## src/rtl/uart_rx_pkg.sv

```systemverilog
// Shared definitions for the UART receive sequencing controller.
//   rx_state_e : states of the unload FSM (IDLE -> UNLOAD -> CAPTURE)
//   DEF_DIV_W  : default width of the baud divisor input
//   DEF_DEPTH  : default number of entries in the output byte FIFO
package uart_rx_pkg;

  localparam int DEF_DIV_W = 16;
  localparam int DEF_DEPTH = 4;

  typedef enum logic [1:0] {
    ST_IDLE    = 2'd0,
    ST_UNLOAD  = 2'd1,
    ST_CAPTURE = 2'd2
  } rx_state_e;

endpackage : uart_rx_pkg

```

## src/rtl/rx_byte_fifo.sv

```systemverilog
// Synchronous DEPTH x 8 circular-buffer FIFO for received bytes.
//   rxclk        : clock
//   reset        : asynchronous active-low reset
//   push_i       : write push_data_i (ignored when full and not popping)
//   push_data_i  : byte to store
//   pop_i        : remove head entry (ignored when empty)
//   head_data_o  : head entry, read combinationally; 0 when empty
//   count_o      : number of entries held, 0..DEPTH
module rx_byte_fifo #(
  parameter int DEPTH = 4,
  parameter int CNT_W = $clog2(DEPTH) + 1
) (
  input  logic             rxclk,
  input  logic             reset,
  input  logic             push_i,
  input  logic [7:0]       push_data_i,
  input  logic             pop_i,
  output logic [7:0]       head_data_o,
  output logic [CNT_W-1:0] count_o
);

  localparam int PTR_W = $clog2(DEPTH);
  localparam logic [CNT_W-1:0] FULL_CNT = CNT_W'(DEPTH);

  logic [7:0]       mem_q [DEPTH];
  logic [PTR_W-1:0] rd_ptr_q, wr_ptr_q;
  logic [CNT_W-1:0] count_q, count_d;
  logic             empty, full, do_push, do_pop;

  assign empty   = (count_q == '0);
  assign full    = (count_q == FULL_CNT);
  assign do_pop  = pop_i & ~empty;
  // A full FIFO can still accept a byte when the head leaves in the same cycle.
  assign do_push = push_i & (~full | do_pop);

  always_comb begin
    // NOTE: combinational blocks use blocking '=' and assign every output a
    // default first, so no path leaves a value held (which would infer a latch).
    count_d = count_q;
    case ({do_push, do_pop})
      2'b10:   count_d = count_q + 1'b1;
      2'b01:   count_d = count_q - 1'b1;
      default: count_d = count_q;
    endcase
  end

  // NOTE: sequential state uses non-blocking '<=' so every register samples
  // the pre-edge values, independent of block ordering.
  always_ff @(posedge rxclk or negedge reset) begin
    if (!reset) begin
      rd_ptr_q <= '0;
      wr_ptr_q <= '0;
      count_q  <= '0;
    end else begin
      count_q <= count_d;
      // Pointers wrap naturally because DEPTH is a power of two.
      if (do_push) wr_ptr_q <= wr_ptr_q + 1'b1;
      if (do_pop)  rd_ptr_q <= rd_ptr_q + 1'b1;
    end
  end

  // NOTE: the storage array is deliberately not reset; the count and pointers
  // define which entries are meaningful, and an unreset array maps to plain RAM.
  always_ff @(posedge rxclk) begin
    if (do_push) mem_q[wr_ptr_q] <= push_data_i;
  end

  // Gate the head to zero when empty so the output is defined out of reset.
  assign head_data_o = empty ? 8'h00 : mem_q[rd_ptr_q];
  assign count_o     = count_q;

endmodule : rx_byte_fifo

```

## src/rtl/uart_rx_ctrl.sv

```systemverilog
// Sequencing controller for the UART receiver datapath.
// Generates the oversample enable, unloads completed bytes from the receiver
// and buffers them in a small FIFO with a valid/ready consumer interface.
//   rxclk       : clock (shared with the receiver)
//   reset       : asynchronous active-low reset
//   ctrl_en     : enable for rxen generation
//   div         : rxen period in rxclk cycles (0 or 1 => rxen every cycle)
//   rx_done     : one-cycle pulse, receiver has a new byte in rxrcvd
//   rx_data     : receiver rxrcvd bus
//   rxen        : receiver enable tick
//   rxuld       : receiver unload strobe, one cycle
//   m_data      : FIFO head byte
//   m_valid     : FIFO non-empty
//   m_ready     : consumer accepts m_data
//   fifo_count  : entries held, 0..DEPTH
//   overrun     : sticky, a byte was lost in the receiver
//   clr_overrun : clears overrun (a simultaneous new overrun wins)
module uart_rx_ctrl
  import uart_rx_pkg::*;
#(
  parameter int DIV_W = DEF_DIV_W,
  parameter int DEPTH = DEF_DEPTH,
  parameter int CNT_W = $clog2(DEPTH) + 1
) (
  input  logic             rxclk,
  input  logic             reset,
  input  logic             ctrl_en,
  input  logic [DIV_W-1:0] div,
  input  logic             rx_done,
  input  logic [7:0]       rx_data,
  output logic             rxen,
  output logic             rxuld,
  output logic [7:0]       m_data,
  output logic             m_valid,
  input  logic             m_ready,
  output logic [CNT_W-1:0] fifo_count,
  output logic             overrun,
  input  logic             clr_overrun
);

  localparam logic [CNT_W-1:0] FULL_CNT = CNT_W'(DEPTH);

  // ---------------------------------------------------------------- tick gen
  logic [DIV_W-1:0] tick_cnt_q, tick_cnt_d;
  logic             rxen_q, rxen_d;

  always_comb begin
    tick_cnt_d = '0;
    rxen_d     = 1'b0;
    if (ctrl_en) begin
      if (div <= DIV_W'(1)) begin
        rxen_d = 1'b1;
      end else if (tick_cnt_q >= div - 1'b1) begin
        // '>=' lets a shrunken divisor wrap on the next cycle instead of
        // running the counter all the way round.
        rxen_d = 1'b1;
      end else begin
        tick_cnt_d = tick_cnt_q + 1'b1;
      end
    end
  end

  always_ff @(posedge rxclk or negedge reset) begin
    if (!reset) begin
      tick_cnt_q <= '0;
      rxen_q     <= 1'b0;
    end else begin
      tick_cnt_q <= tick_cnt_d;
      rxen_q     <= rxen_d;
    end
  end

  // -------------------------------------------------------- pending / overrun
  logic pending_q, pending_d;
  logic overrun_q, overrun_d;
  logic rxuld_q;
  logic overrun_set;

  // A byte arriving in the unload cycle replaces the one being unloaded, so
  // it is not an overrun.
  assign overrun_set = rx_done & pending_q & ~rxuld_q;

  always_comb begin
    pending_d = rx_done | (pending_q & ~rxuld_q);
    overrun_d = overrun_q;
    if (overrun_set)      overrun_d = 1'b1;
    else if (clr_overrun) overrun_d = 1'b0;
  end

  always_ff @(posedge rxclk or negedge reset) begin
    if (!reset) begin
      pending_q <= 1'b0;
      overrun_q <= 1'b0;
    end else begin
      pending_q <= pending_d;
      overrun_q <= overrun_d;
    end
  end

  // --------------------------------------------------------------- unload FSM
  rx_state_e        state_q;
  logic             fifo_push;
  logic [CNT_W-1:0] count;

  // Only one byte is ever in flight, so a free slot seen in IDLE is still
  // free at CAPTURE (pops can only add space).
  always_ff @(posedge rxclk or negedge reset) begin
    if (!reset) begin
      state_q <= ST_IDLE;
      rxuld_q <= 1'b0;
    end else begin
      case (state_q)
        ST_IDLE: begin
          if (pending_q && (count < FULL_CNT)) begin
            state_q <= ST_UNLOAD;
            rxuld_q <= 1'b1;
          end
        end
        ST_UNLOAD: begin
          state_q <= ST_CAPTURE;
          rxuld_q <= 1'b0;
        end
        ST_CAPTURE: begin
          state_q <= ST_IDLE;
        end
        default: begin
          state_q <= ST_IDLE;
          rxuld_q <= 1'b0;
        end
      endcase
    end
  end

  // rx_data is stable in the cycle after the unload strobe.
  assign fifo_push = (state_q == ST_CAPTURE);

  // --------------------------------------------------------------------- FIFO
  rx_byte_fifo #(
    .DEPTH (DEPTH),
    .CNT_W (CNT_W)
  ) u_fifo (
    .rxclk       (rxclk),
    .reset       (reset),
    .push_i      (fifo_push),
    .push_data_i (rx_data),
    .pop_i       (m_valid & m_ready),
    .head_data_o (m_data),
    .count_o     (count)
  );

  assign m_valid    = (count != '0);
  assign fifo_count = count;
  assign rxen       = rxen_q;
  assign rxuld      = rxuld_q;
  assign overrun    = overrun_q;

endmodule : uart_rx_ctrl

```

## config.mk

```make
export PLATFORM = sky130hd
export DESIGN_NAME = uart_rx_ctrl
export DESIGN_NICKNAME = d
export VERILOG_FILES = /design/src/rtl/uart_rx_pkg.sv /design/src/rtl/rx_byte_fifo.sv /design/src/rtl/uart_rx_ctrl.sv
export SDC_FILE = /design/constraint.sdc
export NUM_CORES = 1
export LEC_CHECK = 0
export BUFFER_PORTS_ARGS = -buffer_cell sky130_fd_sc_hd__buf_2
export CELL_PAD_IN_SITES_DETAIL_PLACEMENT = 1
export CELL_PAD_IN_SITES_GLOBAL_PLACEMENT = 2
export CORE_MARGIN = 3
export CORE_UTILIZATION = 26
export CTS_BUF_LIST = sky130_fd_sc_hd__clkbuf_16
export CTS_CLUSTER_DIAMETER = 40
export DETAILED_ROUTE_END_ITERATION = 8
export GPL_ROUTABILITY_DRIVEN = 0
export PLACE_DENSITY = 0.61
export SYNTH_ARGS = -nofsm -noshare
export SYNTH_HDL_FRONTEND = slang
export SYNTH_SLANG_ARGS = --single-unit
```

## constraint.sdc

```tcl
create_clock -name rxclk -period 2.7 [get_ports rxclk]
set_input_delay 0.675 -clock rxclk [delete_from_list [all_inputs] [get_ports rxclk]]
set_output_delay 0.675 -clock rxclk [all_outputs]
set_load 0.1 [all_outputs]
```

==> results of run 1 <==
## logic make-up (layout without fill, tap and decap cells)
family          after synthesis  in the layout  share of synthesized area
compound gates               30             30                     0.0671
buf+inv                      18            103                     0.0229
xor+xnor                     33             33                     0.0880
fa+ha+maj                    24             24                     0.0938
simple gates                 96             96                      0.160
mux                           8              8                     0.0549
flops                        61             61                      0.514
## final timing paths
| check | startpoint | slack (ns) | cells past startpoint | to |
|---|---|---|---|---|
| max | div[5] | -0.43 | 13 | tick_cnt_q[13] |
| max in group asynchronous | reset | 1.81 | 1 | u_fifo.count_o[2] |
| min reg2reg | state_q[1] | 0.48 | 1 | state_q[1] |
| min in group rxclk | state_q[1] | 0.48 | 1 | state_q[1] |
| min | reset | 0.40 | 1 | u_fifo.rd_ptr_q[0] |
| max reg2reg | u_fifo.count_o[1] | 0.50 | 6 | u_fifo.count_o[1] |
## power groups by stage
stage	logic, mW	clock network, mW	registers (mW)
after floorplan	1.35	0	1.49
after global placement	1.89	0	1.28
after detailed placement	1.90	0	1.29
after CTS	1.91	1.18	1.27
after global routing	2.02	1.21	1.29
final	1.89	1.14	1.27
## area by class of cell
| type | instances | area (sq um) |
|---|---|---|
| clock buffer | 9 | 225 |
| clock inverter | 7 | 75.1 |
| fill | 1332 | 7750 |
| inverter | 11 | 41.3 |
| multi-input combinational | 191 | 1670 |
| sequential | 61 | 1690 |
| tap | 168 | 210 |
| timing repair buffer | 76 | 497 |
## flip-flops by register name, summed over array words and instances, names as in the netlist
register         flops
overrun              1
pending_q            1
rxen                 1
rxuld                1
state_q              2
tick_cnt_q          16
u_fifo.count_o       3
u_fifo.mem_q        32
u_fifo.rd_ptr_q      2
u_fifo.wr_ptr_q      2
## per-stage QoR
stage          power, mW  setup TNS [ns]  instance area (sq um)  hold slack, ns
6_report            4.30           -6.95                   4410           0.395
3_5_place_dp        3.19          -13.74                   3970           0.473
4_1_cts             4.36           -7.21                   4300           0.411
5_1_grt             4.52           -9.59                   4410           0.442
3_3_place_gp        3.18          -12.97                   3970           0.473
2_1_floorplan       2.83          -11.21                   3340           0.379
## metal layers
layer	GRT usage	wire, um
met2	0.175	3780
met5	0	0
met1	0.140	3200
met4	0.0434	101
met3	0.0273	277
## worst max-delay path: stages
cell and delay (ns):
buf_6 0.09, or3_4 0.37, or3_4 0.34, or2_4 0.31, nor3_4 0.16, xnor2_2 0.09
ha_1 0.32, nand2_2 0.08, nor4_4 0.24, nand4_1 0.15, o211ai_1 0.23, buf_6 0.21
nor3_1 0.07
## cells in the final DEF, fill, tap and decap left out, types with 3 or more instances in the layout
cell and n:
and3_1 6, or3_4 3, nand2_2 3, buf_6 5, dfrtp_1 26, a21oi_1 3, clkinv_4 3, inv_1 11
nand3_1 10, buf_4 28, xnor2_1 20, and2_1 5, nand4_1 3, buf_2 42, nor2b_1 3, o21ai_0 7
clkbuf_16 9, dfrtp_2 3, xor2_1 11, edfxtp_1 32, nor2_1 10, mux4_2 8, nand2_1 7, ha_1 23
nor3_1 19, and2_2 7, a21o_1 3
## repair_timing
action	CTS	global route
gates resized for setup	5	21
pin swaps	1	2
endpoints found under the hold margin	0	0
endpoints found under the setup margin	17	17
setup buffers	1	1
==> reports/summary.txt, run 1 <==
Net Sw Frac - 0.451
CTS tree - built
post-route minimum period - 3.13 ns
Yosys Warn Count - 0
drt drc - 0
final setup violation count - 17
post-route ant nets - 0
PwrDens - 974 nW/um^2
slew of the pin with the lowest slew margin - 0.710 ns
vias - 2374
clock-pin slew on the worst setup and hold paths - 0.06 ns
first-pass GRT wire length - 12.2 mm
Post-synth top cells - edfxtp_1 (32), dfrtp_1 (29), ha_1 (23), nor3_1 (22), xnor2_1 (22)
clock root cell - clkbuf_16
io pins - 45
area of the mapped netlist - 3280 sq um
CP Launch Type - primary input
DRT Pass-1 Iters - 4
Cells after DPL - 505
# rows - 40
number of flops mapped to enable cells by yosys - 32
wire per inst - 14.1 um
Leak - 1.86 nW
slew margin rel. - 0.521
Initial DRC Count - 110
Internal Power - 2.36 mW
H-tree depth - 3
Worst Skew - 0.00917 ns
placed wire-length estimate - 5.41 mm
largest cells by area after synthesis - edfxtp_1 (29%), dfrtp_1 (22%), ha_1 (8.8%)
layout cells sized above 1 - 0.377
status - finished with violations
DRT Wirelength - 7.35 mm
worst vdd ir - 0.496 mV
register bit count reported by yosys - 61
Tcrit/Tclk final - 1.16
number of clock sinks - 61
CTS Buffer Depth - 2
Area Growth Syn to Fin - 34.4%
Min-Delay Path Class - in2async
library cells used by synthesis - 43
worst skew pair latency - 0.33 ns
PnR worst setup slack - -0.428 ns
critical path class - in2reg
Top FF cell, synth - edfxtp_1
crit path max fanout - 16
hold_buf cts - 0
ys async rst share - 0.475
Max Fclk - 0.320 GHz
worst path arrival time - 3.33 ns
Req. time, crit path - 2.91 ns
DIE AREA - 14000 sq um
I/O Buffers - 44
Initial Utilization - 0.270
number of global-route vias before repair - 2441
non-filler cells, final - 523
syn_area_per_cell - 12.2 sq um
final net count - 404
largest net degree at the start of global routing - 30
initial antenna violation count - 0
Layout Utilization - 0.363
sequential power share - 0.294
post-synthesis sequential area ratio - 0.514
share of total power in the clock network - 0.266
Switching Power - 1.94 mW
failing checks - negative setup slack
CTS Buf Count - 9
unrepaired setup endpoints after global routing - yes
crit end category - flop
Final Hold Viols - 0
Comb pwr share - 0.440
Chip Width - 118 um
Syn Inst Count - 270
area share of the largest cell type after synthesis - 0.293
count leader, synth - edfxtp_1
count of final max-slew check failures - 0
post-synth net total - 324
ANT cells - 0
core area - 12200 sq um
Place WS - -0.834 ns
GRT Total Usage - 0.109
Synth area leader - edfxtp_1
reported max-cap violation count - 0
total congestion overflow - 0
die height - 118 um
Vias per Instance - 4.54
Note: power is estimated with default switching activity, not from simulation.
==> inputs of run 2 (changes only) <==
--- a/config.mk
+++ b/config.mk
@@ -9,12 +9,12 @@
 export CELL_PAD_IN_SITES_DETAIL_PLACEMENT = 1
 export CELL_PAD_IN_SITES_GLOBAL_PLACEMENT = 2
 export CORE_MARGIN = 3
-export CORE_UTILIZATION = 26
+export CORE_UTILIZATION = 25
 export CTS_BUF_LIST = sky130_fd_sc_hd__clkbuf_16
 export CTS_CLUSTER_DIAMETER = 40
 export DETAILED_ROUTE_END_ITERATION = 8
 export GPL_ROUTABILITY_DRIVEN = 0
-export PLACE_DENSITY = 0.61
+export PLACE_DENSITY = 0.59
 export SYNTH_ARGS = -nofsm -noshare
 export SYNTH_HDL_FRONTEND = slang
 export SYNTH_SLANG_ARGS = --single-unit
==> reports/summary.txt, run 2 (synthesized netlist as in run 1, its figures left out) <==
status - finished with violations (unchanged)
failing checks - negative setup slack (unchanged)
wire per inst - 14.6 um (was 14.1 um)
commonest cells after routing, fill and taps aside - buf_2 (42), buf_4 (33), edfxtp_1 (32) (was buf_2 (42), edfxtp_1 (32), buf_4 (28))
H-tree depth - 3 (unchanged)
number of clock sinks - 61 (unchanged)
clock root cell - clkbuf_16 (unchanged)
Leak - 1.82 nW (was 1.86 nW)
slew of the pin with the lowest slew margin - 0.686 ns (was 0.710 ns)
worst path arrival time - 3.38 ns (was 3.33 ns)
register area - 1690 sq um (unchanged)
Tcrit/Tclk final - 1.17 (was 1.16)
dpl cell area - 3980 sq um (was 3970 sq um)
Initial DRC Count - 106 (was 110)
critical path cell sequence - buf_6 -> or3_4 -> or3_4 -> or2_4 -> nor3_4 -> xnor2_1 -> ha_1 -> nand2_2 -> nor4_4 -> nand4_1 -> o211ai_1 -> buf_4 -> nor3_1 (was buf_6 -> or3_4 -> or3_4 -> or2_4 -> nor3_4 -> xnor2_2 -> ha_1 -> nand2_2 -> nor4_4 -> nand4_1 -> o211ai_1 -> buf_6 -> nor3_1)
Vias per Instance - 4.47 (was 4.54)
I/O Buffers - 44 (unchanged)
Final Hold Viols - 0 (unchanged)
largest net degree at the start of global routing - 30 (unchanged)
Max stage delay on crit path - 0.37 ns (about the same)
first-pass GRT wire length - 12.9 mm (was 12.2 mm)
CP Launch Type - primary input (unchanged)
number of global-route vias before repair - 2568 (was 2441)
multi-input logic area - 1640 sq um (was 1670 sq um)
initial antenna violation count - 0 (unchanged)
core area - 12700 sq um (was 12200 sq um)
slew margin rel. - 0.542 (was 0.521)
placed wire-length estimate - 5.57 mm (was 5.41 mm)
Worst Skew - 0.00847 ns (was 0.00917 ns)
hold_buf cts - 0 (unchanged)
# rows - 41 (was 40)
final net count - 407 (was 404)
Max stage delay cell, worst path - or3_4 (unchanged)
post-route ant nets - 0 (unchanged)
GRT Total Usage - 0.114 (was 0.109)
PwrDens - 977 nW/um^2 (was 974 nW/um^2)
CTS tree - built (unchanged)
unrepaired setup endpoints after global routing - yes (unchanged)
count of final max-slew check failures - 0 (unchanged)
total congestion overflow - 0 (unchanged)
Req. time, crit path - 2.91 ns (about the same)
Chip Width - 121 um (was 118 um)
io pins - 45 (unchanged)
Layout fillers - 1444 (was 1332)
worst vdd ir - 0.561 mV (was 0.496 mV)
clock-pin slew on the worst setup and hold paths - 0.06 ns (about the same)
DRT Pass-1 Iters - 3 (was 4)
CP bufs+invs - 2 (unchanged)
Most common cell on crit path - or3_4
layout cells sized above 1 - 0.363 (was 0.377)
register bank with the most flops - u_fifo.mem_q (unchanged)
final setup violation count - 17 (unchanged)
Max Fclk - 0.316 GHz (was 0.320 GHz)
drt drc - 0 (unchanged)
most common cell after layout, fill and taps aside - buf_2 (unchanged)
vias - 2371 (was 2374)
reported max-cap violation count - 0 (unchanged)
PnR worst setup slack - -0.465 ns (was -0.428 ns)
crit path max fanout - 8 (was 16)
ANT cells - 0 (unchanged)
Crit path max-delay family - simple AND/OR/NAND/NOR gates (unchanged)
Area Growth Syn to Fin - 33.7% (was 34.4%)
worst skew pair latency - 0.33 ns (about the same)
Final Cell Area - 4390 sq um (was 4410 sq um)
CTS Buf Count - 9 (unchanged)
critical path class - in2reg (unchanged)
non-filler cells, final - 530 (was 523)
DIE AREA - 14500 sq um (was 14000 sq um)
CTS Buffer Depth - 2 (unchanged)
Min-Delay Path Class - in2async (unchanged)
Cells after DPL - 509 (was 505)
die height - 121 um (was 118 um)
total power - 4.29 mW (was 4.30 mW)
max reg flops - 32 (unchanged)
post-route minimum period - 3.17 ns (was 3.13 ns)
crit end category - flop (unchanged)
Initial Utilization - 0.258 (was 0.270)
DRT Wirelength - 7.71 mm (was 7.35 mm)
-- run 2: path summary, 6_finish.rpt --
check	from	end	slack, ns	cells after the start
max	div[4]	tick_cnt_q[14]	-0.47	13
min	reset	u_fifo.rd_ptr_q[0]	0.39	1
max reg2reg	u_fifo.count_o[1]	u_fifo.count_o[1]	0.46	6
min reg2reg	state_q[1]	state_q[1]	0.48	1
max in group asynchronous	reset	u_fifo.count_o[2]	1.83	1
min in group rxclk	state_q[1]	state_q[1]	0.48	1
-- run 2: power by group --
| group | leakage [nW] | switching, mW | internal [mW] |
|---|---|---|---|
| clock | 0.144 | 0.409 | 0.708 |
| sequential | 0.666 | 0.131 | 1.14 |
| combinational | 1.01 | 1.40 | 0.505 |
-- run 2: through the flow --
stage | utilization | hold slack [ns] | setup WS [ns] | TNS [ns]
floorplan | - | 0.379 | -0.767 | -11.21
global placement | 0.313 | 0.469 | -0.787 | -13.01
detailed placement | 0.313 | 0.473 | -0.856 | -14.08
CTS | 0.342 | 0.414 | -0.444 | -6.88
global route | 0.345 | 0.447 | -0.680 | -10.90
finish | 0.345 | 0.385 | -0.465 | -7.43
-- run 2: metal layers --
layer / up-vias / GRT usage / wire (um)
met5: - / 0 / 0
met4: 0 / 0.0425 / 108
met3: 7 / 0.0295 / 234
met2: 23 / 0.190 / 3920
met1: 1180 / 0.141 / 3450
li1: 1161 / - / -
-- run 2: layout make-up --
class	count	share of cell area
inverters	11	0.00941
well taps	172	0.0490
repair buffers	79	0.117
clock buffers	9	0.0513
clock inverters	7	0.0154
multi-input cells	191	0.373
flip-flops and latches	61	0.385
-- run 2: what timing repair did --
item / in CTS / in global routing
pin swaps: 14 / 4
gates cloned: 1 / 0
gates resized for setup: 13 / 5
setup endpoints to repair: 17 / 17
setup buffers: 2 / 2
-- run 2: worst register-to-register path: cells and delay by family, from the launching register on --
family	cells	cell delay, ns
AO/OA/AOI/OAI	2	0.30
adder cells (fa/ha/maj)	1	0.45
flip-flops	1	0.45
AND/OR/NAND/NOR	3	0.96
